[config.mk]
export PLATFORM = sky130hd
export DESIGN_NAME = int_sequencer
export DESIGN_NICKNAME = d
export VERILOG_FILES = /design/src/rtl/int_sequencer.sv
export SDC_FILE = /design/constraint.sdc
export NUM_CORES = 1
export LEC_CHECK = 0
export BUFFER_PORTS_ARGS = -buffer_cell sky130_fd_sc_hd__buf_4
export CORE_AREA = 2 2 86 88
export CTS_BUF_LIST = sky130_fd_sc_hd__clkbuf_2 sky130_fd_sc_hd__clkbuf_4 sky130_fd_sc_hd__clkbuf_8
export DETAILED_ROUTE_END_ITERATION = 10
export DIE_AREA = 0 0 88 90
export GPL_TIMING_DRIVEN = 0
export PLACE_DENSITY = 0.95
export SETUP_SLACK_MARGIN = 0.4
export SYNTH_ARGS = -nofsm -noshare
export SYNTH_HDL_FRONTEND = slang
export SYNTH_SLANG_ARGS = --single-unit
[constraint.sdc]
create_clock -name clk -period 4.2 [get_ports clk]
set_clock_uncertainty 0.2 [all_clocks]
set_input_delay 0.21 -clock clk [delete_from_list [all_inputs] [get_ports clk]]
set_output_delay 0.21 -clock clk [all_outputs]
set_load 0.05 [all_outputs]
[src/rtl/int_sequencer.sv]
// Interrupt entry sequencer: drains the pipeline, pushes the return PC and flags,
// fetches the handler vector and redirects fetch. Transparent while idle.
module int_sequencer #(
  parameter int             W        = 16,
  parameter int             DRAIN    = 3,
  parameter logic [W-1:0]   VEC_ADDR = W'(16'h0002)
) (
  input  logic             clk,
  input  logic             rst,
  input  logic             irq,
  input  logic             hold,
  input  logic             rti_done,
  input  logic [2*W-1:0]   pc_save,
  input  logic [2:0]       flags_in,
  input  logic [W-1:0]     sp,
  input  logic [W-1:0]     mem_rdata,
  output logic             pc_enb,
  output logic             f_d_enb,
  output logic             inject_nop,
  output logic             mem_own,
  output logic             mem_wr,
  output logic             mem_rd,
  output logic [W-1:0]     mem_addr,
  output logic [W-1:0]     mem_wdata,
  output logic             sp_dec,
  output logic             pc_load,
  output logic [2*W-1:0]   pc_load_val,
  output logic             int_ack,
  output logic             in_service
);

  typedef enum logic [2:0] {
    S_IDLE, S_DRAIN, S_PUSH_H, S_PUSH_L, S_PUSH_F, S_RD_L, S_RD_H, S_JUMP
  } state_t;

  localparam int            CW          = (DRAIN > 1) ? $clog2(DRAIN) : 1;
  localparam logic [CW-1:0] DRAIN_INIT  = CW'(DRAIN - 1);
  localparam logic [W-1:0]  VEC_HI_ADDR = VEC_ADDR + W'(1);

  state_t          state;
  logic            irq_q;
  logic            pending;
  logic [CW-1:0]   drain_cnt;
  logic [2*W-1:0]  ret_pc;
  logic [2:0]      sav_flags;
  logic [W-1:0]    vec_lo;
  logic [W-1:0]    vec_hi;
  logic            irq_rise;
  logic            entry_ok;

  assign irq_rise = irq & ~irq_q;
  assign entry_ok = (state == S_IDLE) & pending & ~hold & ~in_service;

  // A new edge always wins over the clear, so an edge coinciding with entry is kept for later.
  always_ff @(posedge clk or negedge rst) begin
    if (!rst) begin
      state      <= S_IDLE;
      irq_q      <= 1'b0;
      pending    <= 1'b0;
      in_service <= 1'b0;
      drain_cnt  <= '0;
      ret_pc     <= '0;
      sav_flags  <= '0;
      vec_lo     <= '0;
      vec_hi     <= '0;
    end else begin
      irq_q <= irq;
      if (irq_rise)
        pending <= 1'b1;
      else if (entry_ok)
        pending <= 1'b0;

      if (state == S_JUMP)
        in_service <= 1'b1;
      else if (rti_done)
        in_service <= 1'b0;

      case (state)
        S_IDLE: begin
          if (entry_ok) begin
            ret_pc    <= pc_save;
            sav_flags <= flags_in;
            drain_cnt <= DRAIN_INIT;
            state     <= S_DRAIN;
          end
        end
        S_DRAIN: begin
          if (drain_cnt == '0)
            state <= S_PUSH_H;
          else
            drain_cnt <= drain_cnt - CW'(1);
        end
        S_PUSH_H: state <= S_PUSH_L;
        S_PUSH_L: state <= S_PUSH_F;
        S_PUSH_F: state <= S_RD_L;
        S_RD_L: begin
          vec_lo <= mem_rdata;
          state  <= S_RD_H;
        end
        S_RD_H: begin
          vec_hi <= mem_rdata;
          state  <= S_JUMP;
        end
        S_JUMP:  state <= S_IDLE;
        default: state <= S_IDLE;
      endcase
    end
  end

  // Output decode: the sp input already reflects earlier decrements, so each push uses it directly.
  always_comb begin
    pc_enb      = 1'b0;
    f_d_enb     = 1'b0;
    inject_nop  = 1'b0;
    mem_own     = 1'b0;
    mem_wr      = 1'b0;
    mem_rd      = 1'b0;
    mem_addr    = '0;
    mem_wdata   = '0;
    sp_dec      = 1'b0;
    pc_load     = 1'b0;
    pc_load_val = '0;
    int_ack     = 1'b0;
    case (state)
      S_IDLE: begin
        pc_enb  = 1'b1;
        f_d_enb = 1'b1;
      end
      S_DRAIN: inject_nop = 1'b1;
      S_PUSH_H: begin
        inject_nop = 1'b1;
        mem_own    = 1'b1;
        mem_wr     = 1'b1;
        sp_dec     = 1'b1;
        mem_addr   = sp;
        mem_wdata  = ret_pc[2*W-1:W];
      end
      S_PUSH_L: begin
        inject_nop = 1'b1;
        mem_own    = 1'b1;
        mem_wr     = 1'b1;
        sp_dec     = 1'b1;
        mem_addr   = sp;
        mem_wdata  = ret_pc[W-1:0];
      end
      S_PUSH_F: begin
        inject_nop = 1'b1;
        mem_own    = 1'b1;
        mem_wr     = 1'b1;
        sp_dec     = 1'b1;
        mem_addr   = sp;
        mem_wdata  = {{(W-3){1'b0}}, sav_flags};
      end
      S_RD_L: begin
        inject_nop = 1'b1;
        mem_own    = 1'b1;
        mem_rd     = 1'b1;
        mem_addr   = VEC_ADDR;
      end
      S_RD_H: begin
        inject_nop = 1'b1;
        mem_own    = 1'b1;
        mem_rd     = 1'b1;
        mem_addr   = VEC_HI_ADDR;
      end
      S_JUMP: begin
        pc_enb      = 1'b1;
        inject_nop  = 1'b1;
        pc_load     = 1'b1;
        pc_load_val = {vec_hi, vec_lo};
        int_ack     = 1'b1;
      end
      default: begin
        pc_enb  = 1'b1;
        f_d_enb = 1'b1;
      end
    endcase
  end

endmodule

==> reports/qor.yml <==
cts_tree: "done"
via_count: 2888
cp_cell_sequence: "clkbuf_1, nor3b_1, nor2_1, clkbuf_1, and2b_1, buf_4"
synth_compound_gate_area_share: 0.0188
gr-usage-all-layers: 0.253
num_rows: 31
period_needed_ns: 2.79
layout_worst_path_cycle_share: 0.663
netlist_top_cells_count: "dfrtp_1, mux2_2, and2_1, mux2_4, nor2_1"
path_clk_slew_ns: 0.08
routed_wl_um: 9730
status: "completed"
leakage_nw: 2.87
cts_buffers: 9
p_per_area_nw_per_um2: 818
antenna_found_initial: 0
required_ns: 3.79
synth_top_area_share: 0.512
maxSlewHeadroom: 0.371
cts_sinks: 75
netlist_area_um2: 3660
r2r_slack_ns: 2.25
worstReg2RegEnd: "ret_pc[7]"
drtIter0Drc: 61
setup_viol: 0
finalNonFillerCells: 594
critPathBufInv: 3
htree_levels: 3
synth_top_family_by_area: "multiplexers"
drive_gt1_frac: 0.491
synth_adder_area_share: 0.00342
initial_core_util: 0.522
die_h_um: 90
die_w_um: 88
wire_per_inst_um: 16.4
synthTopCellsByArea: "dfrtp_1, mux2_2, mux2_4"
core_area_um2: 7020
synth.avg_cell_area_um2: 13.1
cts-root-buf: "clkbuf_8"
maxCapViolations: 0
crit_fanout: 10
grt_max_degree: 76
rsz0062_at_grt: "false"
antenna_cells: 0
tightest_slew_ns: 0.944
dieArea_um2: 7920
synthSimpleGateAreaFrac: 0.136
synth-async-reset-ratio: 1.00
place_inst: 523
ys.warnings.count: 0
io_pins: 146
setup_tns_ns: 0
post_synth_inst_count: 279
ant_nets: 0
start_kind: "register"
vdd_drop_max_mv: 0.472
drc_errors: 0
r2r_cells: 6
slew_viol_final: 0
ys_ff_latch: 75
grt_pass1_vias: 3147
yosysTopAreaCell: "dfrtp_1"
seq_area_frac_synth: 0.512
yosysMostFrequentCell: "dfrtp_1"
r2r-start: "state[0]"
synthMuxAreaShare: 0.278
fmax_mhz: 359
finalHoldViolations: 0
arrival_ns: 2.38
hp-class: "register to register"
ys_types: 33
portBuffers: 145
clockBufferDepth: 2
drtPass1Iterations: 4
synth_nets: 352
crit_top_cell: "clkbuf_1"
critPathLaunch: "state[0]"
gp_congestion: 0.785
finalNetCount: 563
dpl.hpwl_um: 6210
critPathSlowestCell: "nor3b_1"
cts_resized: 0
end_kind: "output port"
path_depth: 6
area_growth_syn_to_layout_pct: 53.6
overflow: 0
crit_family: "simple AND/OR/NAND/NOR gates"
synthXorXnorAreaFrac: 0.00478
synth_flop_cell: "dfrtp_1"
crit_path_max_incr_delay_ns: 0.59
synth_edf_count: 0
grt_pass1_wl_um: 15400
crit_end: "mem_addr[13]"
clock_latency_ns: 0.34
via_per_inst: 4.86
setup.worst_path.class: "register to output port"
## power breakdown
group	internal, W	switching (W)	leakage [nW]
clock network	0.000291	0.000269	0.0987
registers	0.00109	0.000199	0.887
logic	0.00113	0.00163	1.88
total	0.00251	0.00210	2.87
## logic make-up (layout without fill, tap and decap cells)
kind of cell             count (synthesis)  after routing
AO/OA/AOI/OAI                           11             11
adder cells (fa/ha/maj)                  1              1
flip-flops                              75             75
XOR/XNOR                                 2              2
multiplexers                            83             83
AND/OR/NAND/NOR                         82             82
buffers and inverters                   25            241
## through the flow
stage | power (W) | worst slack, ns | hold slack (ns) | util | cell area [um^2]
5_1_grt | 0.00482 | 1.21 | 0.317 | 0.801 | 5630
6_report | 0.00460 | 1.41 | 0.300 | 0.801 | 5630
2_1_floorplan | 0.00325 | 1.81 | -0.286 | - | 3660
4_1_cts | 0.00457 | 1.41 | 0.304 | 0.801 | 5630
3_3_place_gp | 0.00389 | 1.80 | 0.130 | 0.694 | 4870
3_5_place_dp | 0.00397 | 1.79 | 0.134 | 0.694 | 4870
## worst reg2reg max path: stages (launching register included)
cell      delay [ns]
dfrtp_1         0.36
clkbuf_1        0.16
or3_4           0.44
inv_6           0.09
nand2_8         0.09
buf_12          0.19
mux2_4          0.31
## how the worst min path moves through the flow
stage	to	depth (start not counted)	slack, ns	startpoint
2_1_floorplan	drain_cnt[0]	0	-0.29	rst
3_3_place_gp	irq_q	1	0.13	irq
3_5_place_dp	irq_q	1	0.13	irq
4_1_cts	vec_lo[8]	1	0.30	vec_lo[8]
5_1_grt	pending	1	0.32	pending
6_report	pending	1	0.30	pending
## sequential cells by signal, summed over array words and instances, names as in the netlist
signal and cells:
state 3, vec_hi 16, drain_cnt 2, ret_pc 32
vec_lo 16, sav_flags 3, pending 1, irq_q 1
in_service 1
## cell usage in the layout (no fill, tap or decap), types with 2 or more instances in the layout
cell type,synthesis,final
nand2_1,8,8
nand2b_1,2,2
nor2_1,17,17
mux2i_1,16,16
dlygate4sd3_1,0,55
clkinvlp_4,0,2
xnor2_1,2,2
inv_6,1,2
and2_1,32,32
and2b_1,8,8
mux2_4,28,28
buf_2,4,4
nand3b_1,2,2
dfrtp_1,75,75
buf_4,2,147
clkbuf_8,0,10
nor2b_1,7,7
buf_12,2,2
buf_6,2,2
clkinv_2,0,2
o21ai_0,6,6
clkbuf_1,6,6
mux2_2,39,39
inv_1,7,7
## what timing repair did
item / in CTS / in global routing
setup buffers: 0 / 0
hold endpoints to repair: 146 / 0
hold buffers: 55 / 0
## metal layers
metal	GRT usage	vias to the layer above	wire, um
met5	0	-	0
met3	0.0478	17	534
li1	-	1352	-
met4	0.0821	0	146
met2	0.452	112	5120
met1	0.299	1407	3930
## area by class of cell
type / count / area (um^2)
Buffer: 17 / 135
Clock buffer: 10 / 138
Clock inverter: 6 / 63.8
Fill cell: 397 / 1390
Inverter: 8 / 35.0
Multi-Input combinational cell: 179 / 1620
Sequential cell: 75 / 1880
Tap cell: 99 / 124
Timing Repair Buffer: 200 / 1640
Note: power is estimated with default switching activity, not from simulation.
